--- src/rtl/ctrl_unit_param.sv ---
// Multi-cycle control unit: DECODE/EXECUTE/MEM_ACCESS/WRITE_BACK sequencer with an owned register file.
// Optional macro CTRL_ZERO_REG_EN makes reg[0] a hardwired zero register.
module ctrl_unit_param #(
    parameter int DATA_WIDTH    = 8,
    parameter int REG_ADDR_BITS = 2,
    localparam int INSTR_WIDTH  = 2 + 3*REG_ADDR_BITS + DATA_WIDTH + 4
) (
    input  logic                     clk,
    input  logic                     rst,
    input  logic [INSTR_WIDTH-1:0]   instr,
    input  logic                     instr_valid,
    output logic                     instr_ready,
    input  logic [DATA_WIDTH-1:0]    result2,
    input  logic                     mem_ready,
    output logic [DATA_WIDTH-1:0]    operand1,
    output logic [DATA_WIDTH-1:0]    operand2,
    output logic [DATA_WIDTH-1:0]    offset,
    output logic [3:0]               opcode,
    output logic                     sel1,
    output logic                     sel3,
    output logic                     w_r,
    output logic                     mem_en,
    output logic                     instr_done,
    input  logic [REG_ADDR_BITS-1:0] dbg_addr,
    output logic [DATA_WIDTH-1:0]    dbg_data
);

    localparam int NUM_REGS = 1 << REG_ADDR_BITS;
    localparam int OFS_LSB  = 4;
    localparam int S2_LSB   = OFS_LSB + DATA_WIDTH;
    localparam int S1_LSB   = S2_LSB + REG_ADDR_BITS;
    localparam int DST_LSB  = S1_LSB + REG_ADDR_BITS;
    localparam int TYPE_LSB = DST_LSB + REG_ADDR_BITS;

    localparam logic [1:0] T_NOP   = 2'b00;
    localparam logic [1:0] T_STD   = 2'b01;
    localparam logic [1:0] T_LOAD  = 2'b10;
    localparam logic [1:0] T_STORE = 2'b11;

    typedef enum logic [2:0] {
        IDLE       = 3'd0,
        DECODE     = 3'd1,
        EXECUTE    = 3'd2,
        MEM_ACCESS = 3'd3,
        WRITE_BACK = 3'd4
    } state_t;

    state_t                   state, state_nxt;
    logic                     done_nxt;
    logic [INSTR_WIDTH-1:0]   instr_q;
    logic [DATA_WIDTH-1:0]    regs [NUM_REGS];

    logic [1:0]               typ;
    logic [REG_ADDR_BITS-1:0] dst_f, src1_f, src2_f;
    logic [DATA_WIDTH-1:0]    ofs_f;
    logic [3:0]               op_f;

    assign typ    = instr_q[TYPE_LSB +: 2];
    assign dst_f  = instr_q[DST_LSB +: REG_ADDR_BITS];
    assign src1_f = instr_q[S1_LSB +: REG_ADDR_BITS];
    assign src2_f = instr_q[S2_LSB +: REG_ADDR_BITS];
    assign ofs_f  = instr_q[OFS_LSB +: DATA_WIDTH];
    assign op_f   = instr_q[3:0];

    function automatic logic [DATA_WIDTH-1:0] rd_reg(input logic [REG_ADDR_BITS-1:0] a);
`ifdef CTRL_ZERO_REG_EN
        if (a == '0) return '0;
`endif
        return regs[a];
    endfunction

    always_ff @(posedge clk or negedge rst) begin
        if (!rst) begin
            state      <= IDLE;
            instr_done <= 1'b0;
        end else begin
            state      <= state_nxt;
            instr_done <= done_nxt;
        end
    end

    always_comb begin
        state_nxt = state;
        done_nxt  = 1'b0;
        case (state)
            IDLE:       if (instr_valid) state_nxt = DECODE;
            DECODE: begin
                if (typ == T_NOP) begin
                    state_nxt = IDLE;
                    done_nxt  = 1'b1;
                end else begin
                    state_nxt = EXECUTE;
                end
            end
            EXECUTE:    state_nxt = (typ == T_STD) ? WRITE_BACK : MEM_ACCESS;
            MEM_ACCESS: begin
                if (mem_ready) begin
                    if (typ == T_LOAD) begin
                        state_nxt = WRITE_BACK;
                    end else begin
                        state_nxt = IDLE;
                        done_nxt  = 1'b1;
                    end
                end
            end
            WRITE_BACK: begin
                state_nxt = IDLE;
                done_nxt  = 1'b1;
            end
            default:    state_nxt = IDLE;
        endcase
    end

    always_comb begin
        instr_ready = (state == IDLE);
        mem_en      = (state == MEM_ACCESS);
    end

    // The instruction is captured only on the accept edge; the bus is ignored while busy.
    always_ff @(posedge clk or negedge rst) begin
        if (!rst) instr_q <= '0;
        else if (state == IDLE && instr_valid) instr_q <= instr;
    end

    always_ff @(posedge clk or negedge rst) begin
        if (!rst) begin
            operand1 <= '0;
            operand2 <= '0;
            offset   <= '0;
            opcode   <= 4'hF;
            sel1     <= 1'b0;
            sel3     <= 1'b0;
            w_r      <= 1'b0;
        end else if (state == DECODE && typ != T_NOP) begin
            operand1 <= rd_reg(src1_f);
            operand2 <= (typ == T_STD) ? rd_reg(src2_f) : rd_reg(dst_f);
            offset   <= ofs_f;
            opcode   <= op_f;
            sel1     <= (typ == T_STD);
            sel3     <= typ[1];
            w_r      <= (typ == T_STORE);
        end else if (state == MEM_ACCESS && mem_ready) begin
            w_r      <= 1'b0;
        end
    end

    // Write-back lands on the edge leaving WRITE_BACK, so the next DECODE already sees it.
    always_ff @(posedge clk or negedge rst) begin
        if (!rst) begin
            for (int i = 0; i < NUM_REGS; i++) regs[i] <= DATA_WIDTH'(i);
        end else if (state == WRITE_BACK) begin
`ifdef CTRL_ZERO_REG_EN
            if (dst_f != '0)
`endif
            regs[dst_f] <= result2;
        end
    end

    assign dbg_data = rd_reg(dbg_addr);

endmodule

--- config.mk ---
export PLATFORM = sky130hd
export DESIGN_NAME = ctrl_unit_param
export DESIGN_NICKNAME = d
export VERILOG_FILES = /design/src/rtl/ctrl_unit_param.sv
export SDC_FILE = /design/constraint.sdc
export NUM_CORES = 1
export LEC_CHECK = 0
export CORE_MARGIN = 2
export CORE_UTILIZATION = 48
export DETAILED_ROUTE_END_ITERATION = 12
export HOLD_SLACK_MARGIN = 0.02
export PLACE_DENSITY = 0.87
export SLEW_MARGIN = 15
export SYNTH_ARGS = -nofsm -noshare
export SYNTH_HDL_FRONTEND = slang
export SYNTH_SLANG_ARGS = --single-unit
--- constraint.sdc ---
create_clock -name clk -period 2.52 [get_ports clk]
set_input_delay 0.756 -clock clk [delete_from_list [all_inputs] [get_ports clk]]
set_output_delay 0.756 -clock clk [all_outputs]
set_load 0.02 [all_outputs]
==> impl_metrics.env <==
export IMPL_core_rowCount=34
export IMPL_drt_initial_drc_count=135
export IMPL_synth_common_cells="79 x dfrtp_1, 64 x mux2_2, 30 x mux4_2"
export IMPL_synth_area_top_cells="dfrtp_1 46%, mux2_2 17%, mux4_2 16%"
export IMPL_start_kind="input pin"
export IMPL_grt_pass1_wl_mm=15.5
export IMPL_cts_made_buffers=9
export IMPL_synth_nets=321
export IMPL_first_pass_iters=4
export IMPL_grt_pass1_vias=2885
export IMPL_wl_per_cell_um=19.9
export IMPL_yosysWarnings=0
export IMPL_seqPwrFrac_pct=40.0
export IMPL_drv_cap=0
export IMPL_r2r_cells=3
export IMPL_skew_ps=6.46
export IMPL_nets=397
export IMPL_syn_area_per_cell_sq_um=15.0
export IMPL_die_h_um=98.6
export IMPL_netlist_instances=287
export IMPL_switching_share_pct=36.7
export IMPL_grt_start_max_net_pins=52
export IMPL_grt_setup_unrepaired="no"
export IMPL_synth_cell_types=38
export IMPL_clock_power_share_pct=13.6
export IMPL_diodes=0
export IMPL_cts_sinks=87
export IMPL_p_sw_mw=2.72
export IMPL_yosysSeqAreaShare_pct=50.9
export IMPL_setup_viol_count_final=0
export IMPL_finalPower_mw=7.42
export IMPL_cts_setup_buffers=0
export IMPL_yosysMostFrequentCell="dfrtp_1"
export IMPL_layout_drive_gt1_share_pct=42.1
export IMPL_clk_latency_ps=360
export IMPL_synth_top_cell_by_area="dfrtp_1"
export IMPL_final_area_sq_um=5360
export IMPL_reg2reg_to="regs[15]"
export IMPL_crit_reg2reg_launch="state[1]"
export IMPL_routed_wirelength_mm=9.47
export IMPL_p_leak_nw=2.18
export IMPL_vdd_ir_drop_max_mv=0.594
export IMPL_fp_dieArea_sq_um=9720
export IMPL_p_int_mw=4.69
export IMPL_crit_arrival_ps=1700
export IMPL_fmax_ghz=0.408
export IMPL_setup_tns_ps=0
export IMPL_postSynth_asyncResetShare_pct=100
export IMPL_antenna_left=0
export IMPL_clk_path_buf_depth=2
export IMPL_fp_dieW_um=98.6
export IMPL_design_core_area_sq_um=8680
export IMPL_synth_enable_flop_cells=0
export IMPL_antenna_found_initial=0
export IMPL_drc=0
export IMPL_dpl_cell_area_sq_um=5180
export IMPL_layout_core_utilization_pct=61.8
export IMPL_hpwl_mm=6.85
export IMPL_grt_overflow=0
export IMPL_yosys_most_used_dff="dfrtp_1"
export IMPL_maxSlewViolCount=0
export IMPL_hold_viol_final=0
export IMPL_cts_tree="done"
export IMPL_htreeDepth=3
export IMPL_pre_cts_slack_ps=-771
export IMPL_setup_ws_ps=68.3
export IMPL_path_class="in2out"
export IMPL_grt_use_total_pct=20.6
export IMPL_slew_headroom_pct=57.5
export IMPL_area_growth_pct=24.8
export IMPL_port_buffers=75
export IMPL_synthesis_area_sq_um=4290
export IMPL_p_comb_share_pct=46.4
export IMPL_start_util_pct=49.5
export IMPL_required_ps=1760
export IMPL_synth_seq_cells=87
export IMPL_fin_crit_ps=2450
export IMPL_via_per_inst=5.95
export IMPL_dr_total_vias=2833
export IMPL_root_buffer="clkbuf_8"
export IMPL_hold_path_class="in2async"
export IMPL_fin_crit_sh_pct=97.3
export IMPL_yosys_area_top_type_share_pct=46.1
export IMPL_clk_pin_slew_ps=80
export IMPL_place_congestion=0.858
export IMPL_worstPathMaxFanout=2
export IMPL_end_kind="output pin"
export IMPL_status="completed"
export IMPL_regToRegSetupSlack_ps=320
export IMPL_powerDensity_nw_per_um2=1380
export IMPL_ios=76
export IMPL_worstMarginPinSlew_ps=637
-- power by group through the flow --
stage | combinational [mW] | sequential, mW | clock (mW)
global route | 3.66 | 3.10 | 1.10
CTS | 3.48 | 2.96 | 1.04
detailed placement | 3.52 | 2.98 | 0
floorplan | 2.38 | 2.85 | 0
finish | 3.44 | 2.97 | 1.01
global placement | 3.43 | 2.93 | 0
-- worst max path at each step --
| stage | from | end | slack, ps | cells after the start |
|---|---|---|---|---|
| after detailed placement | dbg_addr[0] | dbg_data[0] | -770 | 4 |
| after floorplan | dbg_addr[0] | dbg_data[0] | 160 | 2 |
| after global placement | dbg_addr[0] | dbg_data[0] | -770 | 4 |
| after CTS | dbg_addr[0] | dbg_data[5] | 60 | 4 |
| after global routing | dbg_addr[0] | dbg_data[6] | 40 | 4 |
| final | dbg_addr[0] | dbg_data[5] | 70 | 4 |
-- per-layer routing --
layer	vias up	track usage, %	share of wire (%)
met5	-	0	0
met4	0	5.69	1.3
met3	13	5.25	5.9
met2	90	33.9	50
met1	1483	27.4	42
li1	1247	-	-
-- flip-flops by register name, indices dropped and copies added, names as in the netlist, 3 cells and up --
name	count
offset	8
instr_q	20
state	3
operand2	8
regs	32
operand1	8
opcode	4
-- worst max-delay path, stage by stage --
cell and delay, ps:
buf_2 130, buf_4 140, mux4_2 500, buf_4 170
-- what timing repair did --
item,in CTS,in global routing
hold buffers,0,0
resized for setup,46,0
endpoints found under the setup margin,10,0
-- per-stage QoR --
step	std cells	hold slack (ps)
after floorplan	287	460
after global placement	460	470
after detailed placement	460	488
after CTS	476	353
after global routing	476	368
final	476	349
-- layout by cell type (no fill, tap or decap), types with 3 or more instances in the layout --
cell type        instances
dfrtp_1                 79
mux2_2                  64
clkdlybuf4s50_1         62
mux4_2                  30
nor2_1                  14
clkbuf_8                10
buf_4                   10
a21oi_1                  9
mux2_4                   8
dfstp_2                  8
o21ai_0                  6
o32ai_1                  6
nor2b_1                  6
buf_2                    6
nand2_1                  4
buf_6                    4
nand2b_1                 3
nor3_1                   3
inv_6                    3
dlygate4sd2_1            3
-- area by class of cell --
type,count,area (sq um)
inverters,1,3.75
multi-input cells,177,1990
flip-flops and latches,87,2190
well taps,108,135
fillers,686,3320
repair buffers,87,837
clock buffers,10,138
clock inverters,6,66.3
-- logic make-up after synthesis --
| family | share of synthesized area [%] |
|---|---|
| mux | 35.3 |
| simple gates | 5.86 |
| buf+inv | 2.65 |
| flops | 50.9 |
| compound gates | 5.22 |
(Power assumes the default switching activity.)
